`src/rtl/mem2_access_ctrl.sv`:
```
// Purpose : MEM2-stage memory access controller. Issues loads/stores to a
//           single-port data SRAM over a req/ack handshake, freezes the
//           pipeline until each access completes, and feeds the MEM2/WB
//           register (bubbles while frozen). Flags SRAM timeouts via a
//           sticky bus_err.
// Latency : non-memory op 1 cycle; memory op N+3 cycles for an ack after
//           N wait cycles (minimum 3: IDLE -> BUSY -> DONE).
// Backpressure: freeze holds the PC and all upstream registers while an
//           access is being set up or is outstanding. The SRAM stalls us
//           by withholding sram_ack.
//
// Ports:
//   clk, rst                      clock, async active-low reset
//   WB_EN, MEM_R_EN, MEM_W_EN     control from MEM1/MEM2 register
//   ALURes, STVal, dest           address / ALU result, store data, dest reg
//   sram_req/we/addr/wdata        SRAM request side (stable while req high)
//   sram_rdata, sram_ack          SRAM completion (ack is a 1-cycle pulse)
//   freeze                        pipeline stall
//   WB_EN_OUT, MEM_R_EN_OUT,
//   ALURes_OUT, memData_OUT,
//   dest_OUT                      values for the MEM2/WB register
//   bus_err                       sticky timeout flag
module mem2_access_ctrl #(
  parameter int BASE_ADDR = 1024,
  parameter int ADDR_W    = 16,
  parameter int TIMEOUT   = 255
) (
  input  logic              clk,
  input  logic              rst,
  input  logic              WB_EN,
  input  logic              MEM_R_EN,
  input  logic              MEM_W_EN,
  input  logic [31:0]       ALURes,
  input  logic [31:0]       STVal,
  input  logic [4:0]        dest,
  output logic              sram_req,
  output logic              sram_we,
  output logic [ADDR_W-1:0] sram_addr,
  output logic [31:0]       sram_wdata,
  input  logic [31:0]       sram_rdata,
  input  logic              sram_ack,
  output logic              freeze,
  output logic              WB_EN_OUT,
  output logic              MEM_R_EN_OUT,
  output logic [31:0]       ALURes_OUT,
  output logic [31:0]       memData_OUT,
  output logic [4:0]        dest_OUT,
  output logic              bus_err
);

  // Wide enough to hold TIMEOUT; a 1-bit counter when the timeout is off.
  localparam int CNT_W = (TIMEOUT > 1) ? $clog2(TIMEOUT + 1) : 1;

  typedef enum logic [1:0] {
    IDLE = 2'd0,
    BUSY = 2'd1,
    DONE = 2'd2
  } state_t;

  state_t           state;
  state_t           state_nxt;
  logic [CNT_W-1:0] wait_cnt;
  logic             mem_op;
  logic             ack_hit;
  logic             tmo_hit;
  logic             freeze_raw;

  assign mem_op  = MEM_R_EN | MEM_W_EN;
  assign ack_hit = (state == BUSY) && sram_ack;
  // wait_cnt counts completed BUSY cycles, so the TIMEOUT-th BUSY cycle sees
  // TIMEOUT-1; leaving then keeps sram_req high for exactly TIMEOUT cycles.
  // An ack arriving in that same cycle wins over the timeout.
  assign tmo_hit = (TIMEOUT != 0) && (state == BUSY) && !sram_ack &&
                   (wait_cnt == CNT_W'(TIMEOUT - 1));

  always_ff @(posedge clk or negedge rst) begin
    if (!rst) begin
      state <= IDLE;
    end else begin
      state <= state_nxt;
    end
  end

  always_comb begin
    state_nxt  = state;
    freeze_raw = 1'b0;
    sram_req   = 1'b0;
    case (state)
      IDLE: begin
        if (mem_op) begin
          freeze_raw = 1'b1;
          state_nxt  = BUSY;
        end
      end
      BUSY: begin
        freeze_raw = 1'b1;
        sram_req   = 1'b1;
        if (ack_hit || tmo_hit) begin
          state_nxt = DONE;
        end
      end
      // The op is still on our inputs here and retires to WB; MEM1/MEM2
      // advances on this edge, so we must not look at mem_op again.
      DONE:    state_nxt = IDLE;
      default: state_nxt = IDLE;
    endcase
  end

  // The IDLE decode is combinational, so it must be masked during reset
  // or a memory op on the inputs would assert freeze.
  assign freeze = freeze_raw & rst;

  always_ff @(posedge clk or negedge rst) begin
    if (!rst) begin
      sram_we     <= 1'b0;
      sram_addr   <= '0;
      sram_wdata  <= '0;
      memData_OUT <= '0;
      bus_err     <= 1'b0;
      wait_cnt    <= '0;
    end else begin
      if (state == IDLE && mem_op) begin
        // Byte offset to word index; out-of-range addresses wrap silently.
        sram_addr  <= ADDR_W'((ALURes - 32'(BASE_ADDR)) >> 2);
        sram_wdata <= STVal;
        // A read takes precedence when both enables are set.
        sram_we    <= MEM_W_EN & ~MEM_R_EN;
      end

      if (state == BUSY) begin
        wait_cnt <= wait_cnt + CNT_W'(1);
      end else begin
        wait_cnt <= '0;
      end

      if (ack_hit) begin
        if (!sram_we) begin
          memData_OUT <= sram_rdata;
        end
      end else if (tmo_hit) begin
        memData_OUT <= '0;
        bus_err     <= 1'b1;
      end
    end
  end

  // Frozen cycles are bubbles to WB.
  assign WB_EN_OUT    = WB_EN & ~freeze & rst;
  assign MEM_R_EN_OUT = MEM_R_EN & ~freeze & rst;
  assign ALURes_OUT   = ALURes;
  assign dest_OUT     = dest;

endmodule

```
`config.mk`:
```
export PLATFORM = sky130hd
export DESIGN_NAME = mem2_access_ctrl
export DESIGN_NICKNAME = d
export VERILOG_FILES = /design/src/rtl/mem2_access_ctrl.sv
export SDC_FILE = /design/constraint.sdc
export NUM_CORES = 1
export LEC_CHECK = 0
export ABC_AREA = 1
export CORE_MARGIN = 2
export CORE_UTILIZATION = 30
export DETAILED_ROUTE_END_ITERATION = 10
export SETUP_SLACK_MARGIN = 0.05
export SYNTH_ARGS = -nofsm -noshare
export SYNTH_HDL_FRONTEND = slang
export SYNTH_SLANG_ARGS = --single-unit
```
`constraint.sdc`:
```
create_clock -name clk -period 1.85 [get_ports clk]
set_input_delay 0.37 -clock clk [delete_from_list [all_inputs] [get_ports clk]]
set_output_delay 0.37 -clock clk [all_outputs]
set_load 0.05 [all_outputs]
```
# After elaboration in Yosys (flattened, before gate mapping)
# Cells that the tools add are included.
# Widths: inputs -> output; s select.
# op_classes
n_mux	10
n_addsub	2
bitwise	10
n_eq_ne	5
n_reduce_logical	11
# op_table
operator	n
$mux 32	3
$sub 18x11->18 const B	1
$add 8x1->8 const B	1
$eq 8x8->1 const B	1
$mux 8	1
$and 1x1->1	6
$reduce_and 2->1	3
$logic_and 1x1->1	4
$mux 2	2
$ne 2x2->1 const B	2
$pmux 2 s2	1
$not 1->1	3
$eq 2x1->1 const B	1
$logic_not 2->1	1
$mux 1	2
$ne 2x1->1 const B	1
$pmux 1 s2	1
$reduce_bool 2->1	1
$logic_not 1->1	1
$logic_or 1x1->1	1
$or 1x1->1	1
# totals
inputBits	107
reg_bits	92
out_inout_bits	123

# Depth between registers and ports, before layout
# Gate-level depths: netlist of run 1.
# logic_depth
depth_word	7
ltp_mapped	8
mapped_depth_nobuf	8

# Worst setup path after synthesis of run 1
# Ideal clock, no wire load.
# synth_path
path_kind	input-to-output
start	input port MEM_R_EN
end	output port MEM_R_EN_OUT
arrival_ns	1.553
slack_ns	-0.073
t_required_ns	1.480
stages	6
n_path_buf	1
path_cell_list	nor2_1 -> nor2_2 -> inv_2 -> buf_2 -> nand3_1 -> nor2_1
# synth_via
elab_chain_cells	7
# synth_rtl
item	line_no	rtl
start, declared	31	input logic MEM_R_EN,
$or 1x1->1	68	assign mem_op = MEM_R_EN | MEM_W_EN;
$mux 1	90	if (mem_op) begin
$pmux 1 s2	88	case (state)
$and 1x1->1	111	assign freeze = freeze_raw & rst;
$not 1->1	149	assign MEM_R_EN_OUT = MEM_R_EN & ~freeze & rst;
$and 1x1->1 (*) (2 in series)	149	
end, declared	44	output logic MEM_R_EN_OUT,
# Every way passes the cells marked *; elsewhere a longest branch is shown, timed or not.

# Worst setup path in the final report of run 1
# layout_path
start	register state[0]
end	output port WB_EN_OUT
# layout_via
elab_chain_cells	6
elab_cells_between_ends	7
cone_classes	1 x eq/ne; 1 x mux; 4 x bitwise; 1 x reduce/logical
# layout_rtl
item	line_no	rtl
start, declared	60	state_t state;
start signal, assigned	80	state <= state_nxt;
$eq 2x1->1 / $logic_not 2->1 (equally long branches)	88	
$pmux 1 s2 (*)	88	
$and 1x1->1 (*)	111	
$not 1->1 (*)	148	assign WB_EN_OUT = WB_EN & ~freeze & rst;
$and 1x1->1 (*) (2 in series)	148	
end, declared	43	output logic WB_EN_OUT,
# Marks and branches as above.

==> metrics, run 1 <==
hold_buf cts=0; max frequency=~0.57 GHz; initial DRC count=191; final hold slack=102.3 ps; Final Hold Viols=0; nets=between 800 and 900; CP Class=reg -> out; CTS tree=done; GRT Util Overall=15.11%; maxcap violations=0; class of the worst hold path=in -> async; via count=~4000; Die Span Y=125.9 um; Compound-Gate Fraction of Synth Area=under 10%; Finish-stage setup viols=0; skew final=~9.5 ps; wire per inst=13.17 um; die area=approximately 16000 um2; Crit path required time=1480 ps; Synth top area share=51.64%; H-tree levels=3; Static Leak=0.003600 uW; antenna violations before repair=0; xor and xnor area share after synthesis=0.3929%; Post-Layout Inst Area=around 6700 um2; relative slew slack=66.35%; R2R depth=8; layout cells sized above 1=between 20% and 30%; Mapped Area=around 4500 um2; root buf cell=clkbuf_16; WP data arrival=1370 ps; mean area per synthesized cell=8.256 um2; Post-Synth Simple-Gate Area=31.24%; largest net degree at the start of global routing=between 90 and 100; Yosys cell types=28; Setup WS pre-CTS=-73.21 ps; Synth Area in Adders=0.8420%; Max Root-Sink Buffers=2; crit end category=output pin; Final min period=1741 ps; outcome=finished clean; PnR Total Power=12610 uW; Area contributors post-synth=dfrtp_1, nand2_1, buf_4; DRC Markers=0; fillers=1401; first-pass GRT wire length=19.63 mm; vias in the first global route=3909; row count=44; worst skew pair latency=between 300 and 400 ps; Layout area overhead=50.77%; mux contribution to synthesized area=0%; largest family of logic cells by synthesized area=simple AND/OR/NAND/NOR gates; total CTS buffers=9; Chip Width=125.9 um; flops & latches, synth=just over 90; yosys warns=0; Area after DPL=6334 um2; Tcrit/Tclk final=94.12%; clock slew at reported path FFs=60 ps; drt first pass iters=4; Slew @ Worst Pin=504.8 ps; remaining global-route overflow=0; post-route setup slack=108.7 ps; number of diodes=0; drt total wl=11.71 mm; Syn Nets=650; Critical Path Start Type=flip-flop; post-DR vias/cell=between 4 and 5; Final GP Congestion=0.7532; worst-path fanout max=8; worst vdd ir=0.0009273 V; Placeable Area=14530 um2; cells after synthesis=540; I/O pin count=230; post-synthesis sequential area ratio=51.64%; PortBufs=187; DP HPWL=8.557 mm; Final Util=46.25%; Initial Util=about 31%; Pwr per Cell Area=1875 nW/um2; RSZ-0062 raised after global routing=true; Pins Over Slew Limit=0; clock sink count=between 90 and 100; post-route ant nets=0; post-synth top area cell=dfrtp_1
[layout make-up]
cell class                 instances  area (um2)  share of cell area [%]
tap                              184       230.2                   3.425
clock inverter                     4       72.57                   1.080
inverter                          52       197.7                   2.941
sequential                        92        2302                   34.25
timing repair buffer             209        2095                   31.16
multi-input combinational        337        1572                   23.38
clock buffer                      11       252.7                   3.760
[registers in the layout (all words and copies together), names as in the netlist]
signal	cells
sram_addr	16
sram_wdata	32
memData_OUT	32
bus_err	1
sram_we	1
wait_cnt	8
state	2
[metrics by stage]
step / instances / setup TNS, ps
6_report: 889 / 0
3_3_place_gp: 870 / -115.0
2_1_floorplan: 540 / -146.6
3_5_place_dp: 870 / -145.4
4_1_cts: 887 / 0
5_1_grt: 889 / 0
[where the power goes]
part	switching (uW)	internal (uW)	leakage [uW]	total (uW)
combinational	4950	2200	0.00226	7150
sequential	540	2890	0.00118	3430
clock	776	1250	0.000158	2020
total	6260	6340	0.00360	12600
[cells in the final DEF, fill, tap and decap left out, types with 3 or more instances in the layout]
master           Yosys  layout
a21oi_1              4       4
inv_1               49      48
nand3_1             44      43
buf_4               37      99
dfrtp_1             92      92
buf_12               3      25
inv_2                2       3
ha_1                 3       3
nand2_1            177     176
a31oi_1              3       3
clkbuf_16            0       9
o21ai_0              6       6
nand2_2             34      35
nor2_4               1       4
nor2_1              51      48
clkdlybuf4s50_1      0      82
[synth_stat cells (all sizes together)]
cell type and instances:
dfrtp 92, o21ai 8, clkbuf 7, nand3b 1, buf 52, a31oi 3, nor3 2, ha 3
nor2 54, nand2 212, or2 1, nand3 45, xnor2 1, inv 52, nand4 1, a21oi 4
o21a 1, xor2 1
[layer usage]
layer | vias up | GRT usage (%) | wire length (um)
li1 | 1920 | - | -
met1 | 1755 | 19.70 | 5043
met2 | 191 | 22.39 | 5075
met3 | 20 | 6.245 | 1378
met4 | 0 | 5.882 | 212
met5 | - | 0 | 0
[critical path: stages, from the launching register on]
cell	delay, ps
dfrtp_1	400
nand2_2	220
nand3_4	130
nor2_4	140
buf_12	140
[path summary, 6_finish.rpt]
path	start	end	slack, ps
min in group clk	MEM_R_EN	sram_we	430
setup reg to reg	state[0]	memData_OUT[13]	240
hold / removal	rst	memData_OUT[6]	100
max in group asynchronous	rst	memData_OUT[27]	1330
hold reg to reg	sram_wdata[10]	sram_wdata[10]	470
setup / recovery	state[0]	WB_EN_OUT	110
[cells by family after synthesis]
| logic type | Yosys count |
|---|---|
| AND/OR/NAND/NOR | 316 |
| adder cells (fa/ha/maj) | 3 |
| buffers and inverters | 111 |
| AO/OA/AOI/OAI | 16 |
| flip-flops | 92 |
| XOR/XNOR | 2 |
[repair_timing]
action                                  4_1_cts  5_1_grt
buffers inserted                              2        2
pin swaps                                     2        4
cloned                                        0        0
gates resized for setup                       7        5
endpoints found under the setup margin        4        2
hold endpoints to repair                      0        0
Note: power is estimated with default switching activity, not from simulation.
==> run 2, diff against run 1 <==
--- a/config.mk
+++ b/config.mk
@@ -8,6 +8,7 @@
 export ABC_AREA = 1
 export CORE_MARGIN = 2
 export CORE_UTILIZATION = 30
+export CTS_BUF_LIST = sky130_fd_sc_hd__clkbuf_4
 export DETAILED_ROUTE_END_ITERATION = 10
 export SETUP_SLACK_MARGIN = 0.05
 export SYNTH_ARGS = -nofsm -noshare
==> metrics, run 2 (synthesized netlist as in run 1, its figures left out) <==
outcome=finished, violations left (was finished clean); failing checks=setup timing; Cell Int Power=5638 uW (was 6342 uW); initial DRC count=210 (was 191); hold path start=STVal[6]; worst vdd ir=0.0008297 V (was 0.0009273 V); die area=15850 um2 (unchanged); number of diodes=0 (unchanged); Crit path required time=1480 ps (about the same); maxcap violations=0 (unchanged); Die Span Y=125.9 um (unchanged); Final min period=1880 ps (was 1741 ps); root buf cell=clkbuf_4 (was clkbuf_16); largest net degree at the start of global routing=93 (unchanged); Tcrit/Tclk final=101.6% (was 94.12%); drt first pass iters=4 (unchanged); first-pass GRT wire length=19.62 mm (was 19.63 mm); Final Hold Viols=0 (unchanged); Critical Path Start Type=flip-flop (unchanged); Static Leak=0.003526 uW (was 0.003600 uW); Worst path max stage delay=410 ps (was 400 ps); max frequency=0.5319 GHz (was 0.5743 GHz); Largest regs=memData_OUT x32, sram_wdata x32, sram_addr x16 (unchanged); commonest non-fill, non-tap cell in the layout=nand2_1 (unchanged); PortBufs=187 (unchanged); post-route ant nets=0 (unchanged); clock sink count=92 (unchanged); vias in the first global route=3880 (was 3909); Worst Setup SP=state[0] (unchanged); Critical Path, Cell by Cell=inv_1 > nand2_2 > nor2_4 > inv_2 > nand3_4 > nor2_4 > buf_12 (was nand2_2 > nand3_4 > nor2_4 > buf_12); crit end category=output pin (unchanged); Pins Over Slew Limit=0 (unchanged); total CTS buffers=9 (unchanged); worst-path fanout max=4 (was 8); row count=44 (unchanged); remaining global-route overflow=0 (unchanged); class of the worst hold path=in -> reg (was in -> async); Chip Width=125.9 um (unchanged); via count=3886 (unchanged); CP bufs+invs=3 (was 1); Sw Share=52.33% (was 49.69%); I/O pin count=230 (unchanged); antenna violations before repair=0 (unchanged); H-tree levels=3 (unchanged); CP delay by family, top=flip-flops (was simple AND/OR/NAND/NOR gates); CP max stage cell=dfrtp_1 (unchanged); post-route setup slack=-30.14 ps (was 108.7 ps); clock slew at reported path FFs=140 ps (was 60 ps); Top cell by count, worst path=nor2_4; Sequential Power Share=29.0% (was 27.2%); nets=814 (was 811); skew final=23.52 ps (was 9.507 ps); dpl cells=870 (unchanged); worst skew pair latency=450 ps (was 340 ps); relative slew slack=66.14% (was 66.35%); CTS tree=done (unchanged); Initial Util=30.67% (unchanged); Worst R2R Start=state[0] (unchanged); switching pwr=6188 uW (was 6264 uW); RSZ-0062 raised after global routing=true (unchanged); Layout area overhead=47.38% (was 50.77%); Max Root-Sink Buffers=2 (unchanged); fillers=1417 (was 1401); Comb power frac=60.7% (was 56.7%); WP data arrival=1510 ps (was 1370 ps); final non-filler cell total=892 (was 889); most frequent cells in the layout=nand2_1, buf_4, dfrtp_1 (unchanged); post-DR vias/cell=4.357 (was 4.371); Final GP Congestion=0.7532 (unchanged); Placeable Area=14530 um2 (unchanged); drt total wl=11.74 mm (was 11.71 mm); Finish-stage setup viols=2 (was 0); DP HPWL=8.557 mm (unchanged); Slew @ Worst Pin=507.9 ps (was 504.8 ps); layout cells sized above 1=26.41% (was 26.81%); GRT Util Overall=15.12% (was 15.11%); clock power share=10.3% (was 16.1%); wire per inst=13.16 um (was 13.17 um); PnR Total Power=11830 uW (was 12610 uW); Pwr per Cell Area=1800 nW/um2 (was 1875 nW/um2); DRC Markers=0 (unchanged); CP Class=reg -> out (unchanged)
-- run 2: changes by cell type in the layout (fill, tap and decap cells not counted), sizes merged --
cell           before  now
clkinv              1    3
buf               124  126
clkdlybuf4s50      82   84
clkbuf             11    9
dlymetal6s2s        1    0
dlygate4sd2         2    1
dlygate4sd3         0    1
-- run 2: what timing repair did --
action / 4_1_cts / 5_1_grt
pin swaps: 3 / 5
endpoints found under the hold margin: 91 / 5
endpoints found under the setup margin: 4 / 4
setup buffers: 3 / 3
resized for setup: 6 / 3
-- run 2: path summary, 6_finish.rpt --
kind	end	slack (ps)	cells past startpoint
max	WB_EN_OUT	-30	7
min	sram_wdata[6]	430	3
max reg2reg	sram_addr[11]	260	8
min reg2reg	sram_wdata[10]	490	2
max in group asynchronous	memData_OUT[27]	860	3
min in group asynchronous	memData_OUT[6]	570	3
-- run 2: routing by layer --
layer	global-route usage (%)	part of all wire (%)	vias to the layer above	wire length [um]
li1	-	-	1924	-
met1	19.73	43	1757	5082
met2	22.52	43	185	5103
met3	6.287	11	20	1335
met4	5.559	1.9	0	221
met5	0	0	-	0
-- run 2: power by group through the flow --
stage	registers (uW)	logic [uW]	clock network, uW
finish	3420	7180	1220
global route	3560	7650	1350
CTS	3430	7210	1270
detailed placement	3460	7140	0
global placement	3420	7060	0
floorplan	6300	1950	0
-- run 2: worst reg2reg max path: stages, from the launching register on --
cell     delay [ps]
dfrtp_1         430
inv_1            80
nand2_2          70
nor2_4          120
buf_4           120
buf_4            90
buf_4           380
nor2_1           80
a31oi_1         150
-- run 2: area by class of cell --
class / count / area (um2) / area share, %
tap: 184 / 230.2 / 3.504
clock inverter: 6 / 80.08 / 1.219
sequential: 92 / 2302 / 35.04
multi-input combinational: 337 / 1574 / 23.96
timing repair buffer: 212 / 2118 / 32.24
clock buffer: 9 / 67.56 / 1.028
inverter: 52 / 197.7 / 3.009
-- run 2: stage by stage --
step	hold slack, ps	worst slack [ps]	utilization [%]	TNS (ps)	area, um2
CTS	-34.29	-66.41	44.86	-187.5	6520
global placement	454.7	-57.62	43.58	-115.0	6334
detailed placement	462.4	-73.21	43.58	-145.4	6334
global route	400.6	-123.2	45.20	-332.0	6570
finish	432.1	-30.14	45.20	-59.12	6570
floorplan	74.41	-73.28	-	-146.6	4458
